**config.mk**
```make
export PLATFORM = sky130hd
export DESIGN_NAME = intra_mode_scheduler_flat
export DESIGN_NICKNAME = d
export VERILOG_FILES = /design/src/rtl/intra_mode_scheduler_if.sv /design/src/rtl/intra_mode_scheduler.sv /design/src/flat_wrapper.sv
export SDC_FILE = /design/constraint.sdc
export NUM_CORES = 1
export LEC_CHECK = 0
export BUFFER_PORTS_ARGS = -buffer_cell sky130_fd_sc_hd__buf_2
export CORE_MARGIN = 2
export CORE_UTILIZATION = 52
export CTS_BUF_LIST = sky130_fd_sc_hd__clkbuf_8
export CTS_CLUSTER_SIZE = 8
export DETAILED_ROUTE_END_ITERATION = 6
export HOLD_SLACK_MARGIN = 0.03
export PLACE_DENSITY = 0.83
export SLEW_MARGIN = 40
export SYNTH_ARGS = -nofsm -noshare
export SYNTH_HDL_FRONTEND = slang
export SYNTH_SLANG_ARGS = --single-unit
export TNS_END_PERCENT = 50
```
**constraint.sdc**
```tcl
create_clock -name clk -period 2.58 [get_ports clk]
set_clock_uncertainty 0.05 [all_clocks]
set_input_delay 0.129 -clock clk [delete_from_list [all_inputs] [get_ports clk]]
set_output_delay 0.129 -clock clk [all_outputs]
set_load 0.01 [all_outputs]
```
**src/rtl/intra_mode_scheduler_if.sv**
```systemverilog
// Handshake bundle between intra_mode_scheduler (master) and the reference loader / prediction datapath (slave).
interface intra_mode_scheduler_if #(
    parameter int BLK_W = 8
);
    logic             ref_req;
    logic             ref_ready;
    logic [BLK_W-1:0] blk_idx;
    logic             mode_valid;
    logic             mode_ready;
    logic [5:0]       mode;
    logic             angle_or_planar;
    logic             last_mode;

    modport master (
        output ref_req, blk_idx, mode_valid, mode, angle_or_planar, last_mode,
        input  ref_ready, mode_ready
    );

    modport slave (
        input  ref_req, blk_idx, mode_valid, mode, angle_or_planar, last_mode,
        output ref_ready, mode_ready
    );
endinterface

```
**src/rtl/intra_mode_scheduler.sv**
```systemverilog
// Walks a batch of 4x4 blocks: reference load, then planar / (optional DC) / angular modes one per handshake.
// Optional feature macro: INTRA_SCHED_DC_EN issues DC (mode 1) between planar and the first angular mode.
module intra_mode_scheduler #(
    parameter int MODE_FIRST_ANG = 2,
    parameter int MODE_LAST_ANG  = 34,
    parameter int BLK_W          = 8
) (
    input  logic                  clk,
    input  logic                  rst,
    input  logic                  start,
    input  logic [BLK_W-1:0]      num_blks,
    output logic                  busy,
    output logic                  done,
    intra_mode_scheduler_if.master bus
);

    typedef enum logic [1:0] {IDLE, LOAD, ISSUE, DONE} state_t;

`ifdef INTRA_SCHED_DC_EN
    localparam bit DC_EN = 1'b1;
`else
    localparam bit DC_EN = 1'b0;
`endif

    localparam logic [5:0] FIRST_ANG = 6'(MODE_FIRST_ANG);
    localparam logic [5:0] LAST_ANG  = 6'(MODE_LAST_ANG);

    state_t           state_q, state_d;
    logic [BLK_W-1:0] num_blks_q, num_blks_d;
    logic [BLK_W-1:0] blk_idx_q, blk_idx_d;
    logic [5:0]       mode_q, mode_d;
    logic             ref_req_q, ref_req_d;
    logic             mode_valid_q, mode_valid_d;
    logic             aop_q, aop_d;
    logic             last_mode_q, last_mode_d;
    logic             busy_q, busy_d;
    logic             done_q, done_d;

    logic [5:0]       next_mode;
    logic             xfer;
    logic             last_blk;

    assign xfer     = mode_valid_q & bus.mode_ready;
    assign last_blk = (blk_idx_q == (num_blks_q - 1'b1));

    always_comb begin
        next_mode = mode_q + 6'd1;
        if (mode_q == 6'd0) begin
            next_mode = DC_EN ? 6'd1 : FIRST_ANG;
        end else if (mode_q == 6'd1) begin
            next_mode = FIRST_ANG;
        end
    end

    // Outputs are computed one cycle ahead so every handshake signal comes straight from a flop.
    always_comb begin
        state_d      = state_q;
        num_blks_d   = num_blks_q;
        blk_idx_d    = blk_idx_q;
        mode_d       = mode_q;
        ref_req_d    = ref_req_q;
        mode_valid_d = mode_valid_q;
        aop_d        = aop_q;
        last_mode_d  = last_mode_q;
        busy_d       = busy_q;
        done_d       = 1'b0;

        unique case (state_q)
            IDLE: begin
                if (start) begin
                    num_blks_d = num_blks;
                    blk_idx_d  = '0;
                    if (num_blks == '0) begin
                        state_d = DONE;
                        busy_d  = 1'b0;
                        done_d  = 1'b1;
                    end else begin
                        state_d   = LOAD;
                        busy_d    = 1'b1;
                        ref_req_d = 1'b1;
                    end
                end
            end
            LOAD: begin
                if (bus.ref_ready) begin
                    state_d      = ISSUE;
                    ref_req_d    = 1'b0;
                    mode_valid_d = 1'b1;
                    mode_d       = 6'd0;
                    aop_d        = 1'b0;
                    last_mode_d  = (LAST_ANG == 6'd0);
                end
            end
            ISSUE: begin
                if (xfer) begin
                    if (last_mode_q) begin
                        mode_valid_d = 1'b0;
                        mode_d       = 6'd0;
                        aop_d        = 1'b0;
                        last_mode_d  = 1'b0;
                        if (last_blk) begin
                            state_d = DONE;
                            busy_d  = 1'b0;
                            done_d  = 1'b1;
                        end else begin
                            state_d   = LOAD;
                            blk_idx_d = blk_idx_q + 1'b1;
                            ref_req_d = 1'b1;
                        end
                    end else begin
                        mode_d      = next_mode;
                        aop_d       = (next_mode >= 6'd2);
                        last_mode_d = (next_mode == LAST_ANG);
                    end
                end
            end
            DONE: begin
                state_d = IDLE;
                busy_d  = 1'b0;
            end
            default: begin
                state_d = IDLE;
            end
        endcase
    end

    always_ff @(posedge clk) begin
        if (rst) begin
            state_q      <= IDLE;
            num_blks_q   <= '0;
            blk_idx_q    <= '0;
            mode_q       <= 6'd0;
            ref_req_q    <= 1'b0;
            mode_valid_q <= 1'b0;
            aop_q        <= 1'b0;
            last_mode_q  <= 1'b0;
            busy_q       <= 1'b0;
            done_q       <= 1'b0;
        end else begin
            state_q      <= state_d;
            num_blks_q   <= num_blks_d;
            blk_idx_q    <= blk_idx_d;
            mode_q       <= mode_d;
            ref_req_q    <= ref_req_d;
            mode_valid_q <= mode_valid_d;
            aop_q        <= aop_d;
            last_mode_q  <= last_mode_d;
            busy_q       <= busy_d;
            done_q       <= done_d;
        end
    end

    assign bus.ref_req         = ref_req_q;
    assign bus.blk_idx         = blk_idx_q;
    assign bus.mode_valid      = mode_valid_q;
    assign bus.mode            = mode_q;
    assign bus.angle_or_planar = aop_q;
    assign bus.last_mode       = last_mode_q;
    assign busy                = busy_q;
    assign done                = done_q;

endmodule

```
**src/flat_wrapper.sv**
```systemverilog
// flat-port wrapper written by rule: the top's interface ports become plain ports
module intra_mode_scheduler_flat 
#(
    parameter int MODE_FIRST_ANG = 2,
    parameter int MODE_LAST_ANG  = 34,
    parameter int BLK_W          = 8
)
  (clk, rst, start, num_blks, busy, done, bus_ref_req, bus_blk_idx, bus_mode_valid, bus_mode, bus_angle_or_planar, bus_last_mode, bus_ref_ready, bus_mode_ready);
  intra_mode_scheduler_if #(.BLK_W(BLK_W)) bus_i ();
  input  logic clk;
  input  logic rst;
  input  logic start;
  input  logic [BLK_W-1:0] num_blks;
  output logic busy;
  output logic done;
  output wire logic [$bits(bus_i.ref_req)-1:0] bus_ref_req;
  output wire logic [$bits(bus_i.blk_idx)-1:0] bus_blk_idx;
  output wire logic [$bits(bus_i.mode_valid)-1:0] bus_mode_valid;
  output wire logic [$bits(bus_i.mode)-1:0] bus_mode;
  output wire logic [$bits(bus_i.angle_or_planar)-1:0] bus_angle_or_planar;
  output wire logic [$bits(bus_i.last_mode)-1:0] bus_last_mode;
  input wire logic [$bits(bus_i.ref_ready)-1:0] bus_ref_ready;
  input wire logic [$bits(bus_i.mode_ready)-1:0] bus_mode_ready;
  assign bus_ref_req = bus_i.ref_req;
  assign bus_blk_idx = bus_i.blk_idx;
  assign bus_mode_valid = bus_i.mode_valid;
  assign bus_mode = bus_i.mode;
  assign bus_angle_or_planar = bus_i.angle_or_planar;
  assign bus_last_mode = bus_i.last_mode;
  assign bus_i.ref_ready = bus_ref_ready;
  assign bus_i.mode_ready = bus_mode_ready;
  intra_mode_scheduler #(.MODE_FIRST_ANG(MODE_FIRST_ANG), .MODE_LAST_ANG(MODE_LAST_ANG), .BLK_W(BLK_W)) u_core (.clk(clk), .rst(rst), .start(start), .num_blks(num_blks), .busy(busy), .done(done), .bus(bus_i));
endmodule
```
==> impl_metrics.toml <==
[run_status]
status = "finished, final reports clean"

[clock_tree]
root_buffer = "clkbuf_8"
tritoncts = "yes"
clkSlewWorstSetupHoldPaths_ps = 70
ctsLongestPathBuffers = 2
ctsHtreeMaxLevel = 2
clock_latency_ps = 280
numCtsBuffers = 5
cts.sinks = 30

[synthesis]
syn_nets = 259
syn_inst = 236
synthFlopType = "dfxtp_1"
syn_area_per_cell_sq_um = 8.06
synth_area_sq_um = 1900
synth_edf_count = 0
synth_warnings = 0
ys_seq_area_share_pct = 31.6
synth.distinct_cells = 55
ys_ff_latch = 30
ys_async_sr_fraction_pct = 0

[final_layout]
fillers = 292
antenna_cells = 0
syn2layout_area_growth_pct = 21.6
nets = 299
drive_gt1_share_pct = 23.1

[critical_path]
setup.worst_path.end_class = "register"
reg2reg_depth = 7
critical_path_required_ps = 2700
crit_path_max_fanout = 7
path_class = "register to register"
reg2reg_to = "u_core.bus.ref_req$_SDFFE_PP0P_"
r2r-start = "u_core.num_blks_q[3]$_SDFFE_PP0P_"
worstPathArrival_ps = 2600
cp-startpoint = "u_core.num_blks_q[3]$_SDFFE_PP0P_"
reg2reg_slack_ps = 100
crit_path_start_kind = "register"

[placed_design]
io_buffer_count = 32
hpwl_mm = 3.23
gp_congestion = 0.859

[drt]
ant_nets = 0
route.detailed.drc = 0
vias = 1871
wirelength_mm = 4.49
via_per_inst = 5.79
avgRoutedWirePerCell_microns = 13.9
drtPass1Iterations = 4
drt-initial-drc-count = 112

[hold_path]
hp-class = "input pin to register"
hp-start = "num_blks[1]"
worstHoldEndpoint = "u_core.num_blks_q[1]$_SDFFE_PP0P_"
min_path_cells = 3

[floorplanning]
fp-row-count = 21
die_y_microns = 64.5
initial_core_util_pct = 55.7
ios = 33
dieWidth_microns = 64.5
core_area_sq_um = 3420
dieArea_sq_um = 4160

[timing]
hold_viol = 0
timing.fmax_ghz = 0.403
worst_slew_pin_slew_ps = 737
slew_headroom_pct = 50.4
setup_viol = 0
drv_slew = 0
fin_crit_ps = 2480
final.period_utilization_pct = 96.1
finalSetupTns_ps = 0
holdWs_ps = 62.4
rsz0062_at_grt = "false"

[pwr]
irDropWorstVdd_uv = 397
p_leak_uw = 0.000971
pwr-share-comb_pct = 37.5
intPower_uw = 1240
pwr-share-seq_pct = 30.9
p_sw_uw = 654
clkPwrFrac_pct = 31.7
powerDensity_nw_per_um2 = 818
switching_share_pct = 34.6

[grt]
grt_max_degree = 25
antenna_found_initial = 0
grtUsageMet2_pct = 39.8
top_usage_layer = "met2"
grt_util_met3_pct = 5.21
grt_pass1_vias = 1731
grt_overflow = 0
grt_use_total_pct = 22.8
grtUsageMet1_pct = 27.8
grt_pass1_wl_mm = 7.58

[flow_run]
cap_violations = 0
[synthesized netlist by cell type, types with 2 or more instances]
cell / number / area [sq um]
o21ai_1: 4 / 20.0
nor2_1: 25 / 93.8
mux2i_1: 2 / 20.0
nor4_2: 2 / 25.0
xnor2_1: 4 / 35.0
o211ai_1: 4 / 30.0
a21oi_1: 21 / 105
and3_1: 3 / 18.8
a211oi_1: 3 / 22.5
o21ai_0: 5 / 25.0
inv_1: 10 / 37.5
nor3_1: 4 / 20.0
dfxtp_1: 30 / 601
ha_1: 10 / 125
clkbuf_1: 6 / 22.5
or3_1: 3 / 18.8
or4_1: 2 / 15.0
nand3_1: 16 / 80.1
nor2b_1: 2 / 12.5
xor2_1: 5 / 43.8
nand2_1: 24 / 90.1
nand4_1: 2 / 12.5
nor4_1: 4 / 25.0
or2_2: 2 / 12.5
o31ai_1: 3 / 22.5
and2_1: 5 / 31.3
o311ai_0: 3 / 26.3
o311ai_1: 2 / 17.5
nand2b_1: 4 / 25.0
[cell type report]
type | count | area [sq um] | share of cell area (%)
Clock buffer | 6 | 82.6 | 3.57
Sequential cell | 30 | 601 | 26.0
Clock inverter | 2 | 60.1 | 2.60
Timing Repair Buffer | 42 | 239 | 10.3
Multi-Input combinational cell | 187 | 1230 | 53.4
Tap cell | 46 | 57.6 | 2.49
Inverter | 10 | 37.5 | 1.62
[cell families (layout without fill, tap and decap cells)]
| logic type | Yosys count | after routing | synth area share, % |
|---|---|---|---|
| xor gates and xnor gates | 10 | 10 | 5.33 |
| and+or+nand+nor | 103 | 103 | 27.6 |
| buffers and inverters | 19 | 60 | 4.34 |
| DFF | 30 | 30 | 31.6 |
| adders and majority gates | 10 | 10 | 6.58 |
| AOI/OAI and AO/OA | 61 | 61 | 22.4 |
| muxes | 3 | 3 | 2.24 |
[state kept, by name (all words and copies together) (netlist names)]
name and cells:
u_core.bus.angle_or_planar 1, u_core.bus.blk_idx 8, u_core.bus.last_mode 1, u_core.bus.mode 6
u_core.bus.mode_valid 1, u_core.bus.ref_req 1, u_core.busy 1, u_core.done 1
u_core.num_blks_q 8, u_core.state_q 2
[worst max-delay path, cell delays in order, from the launching register on]
cell and delay [ps]:
dfxtp_1 340, or3_1 370, or4_1 520, a31o_2 270, a2111oi_4 360, clkbuf_4 270
o21bai_1 80, o311a_1 120
[metal layers]
metal  vias to the layer above  routed length, microns
met5                         -                       0
met4                         0                      53
li1                        938                       -
met1                       857                    2000
met2                        69                    2160
met3                         7                     273
[how the worst max path moves through the flow]
stage / endpoint / slack [ps] / cells past startpoint
4_1_cts: u_core.bus.blk_idx[5]$_SDFFE_PP0P_ / 30 / 7
3_5_place_dp: u_core.bus.blk_idx[5]$_SDFFE_PP0P_ / 30 / 7
5_1_grt: u_core.bus.ref_req$_SDFFE_PP0P_ / 3 / 7
3_3_place_gp: u_core.bus.blk_idx[5]$_SDFFE_PP0P_ / 140 / 6
6_report: u_core.bus.ref_req$_SDFFE_PP0P_ / 100 / 7
2_1_floorplan: u_core.bus.blk_idx[5]$_SDFFE_PP0P_ / 70 / 9
[power groups by stage]
stage	sequential (uW)	clock (uW)	combinational, uW
final	584	599	709
after global routing	595	629	794
after CTS	584	604	704
after global placement	592	0	683
after detailed placement	594	0	699
after floorplan	602	0	502
[what timing repair did]
item | CTS | global route
setup buffers | 0 | 0
endpoints found under the hold margin | 0 | 0
resized for setup | 0 | 5
endpoints found under the setup margin | 0 | 6
hold buffers | 0 | 0
[through the flow]
step                setup slack [ps]  std cells  power (uW)  utilization [%]  area [sq um]
floorplan                       68.0        236        1100                -          1900
global placement                 138        314        1280             62.7          2140
detailed placement              25.5        314        1290             62.7          2140
CTS                             28.6        322        1890             66.9          2280
global route                    3.05        323        2020             67.7          2310
finish                          99.9        323        1890             67.7          2310
[placed cells by master (no fill, tap or decap), drive strengths merged, types with 2 or more instances in the layout]
cell type and instances:
buf 41, dfxtp 30, nor2 25, nand2 24, a21oi 22, nand3 16
inv 10, ha 10, o21ai 10, clkbuf 7, nor4 6, xor2 5
and2 5, o311ai 5, xnor2 4, o211ai 4, nand2b 4, nor3 4
a211oi 3, and3 3, or3 3, o31ai 3, mux2i 3, or4 2
nand4 2, or2 2, nor2b 2, bufinv 2, or4b 2
No activity file was read; power rests on OpenSTA's default activity.
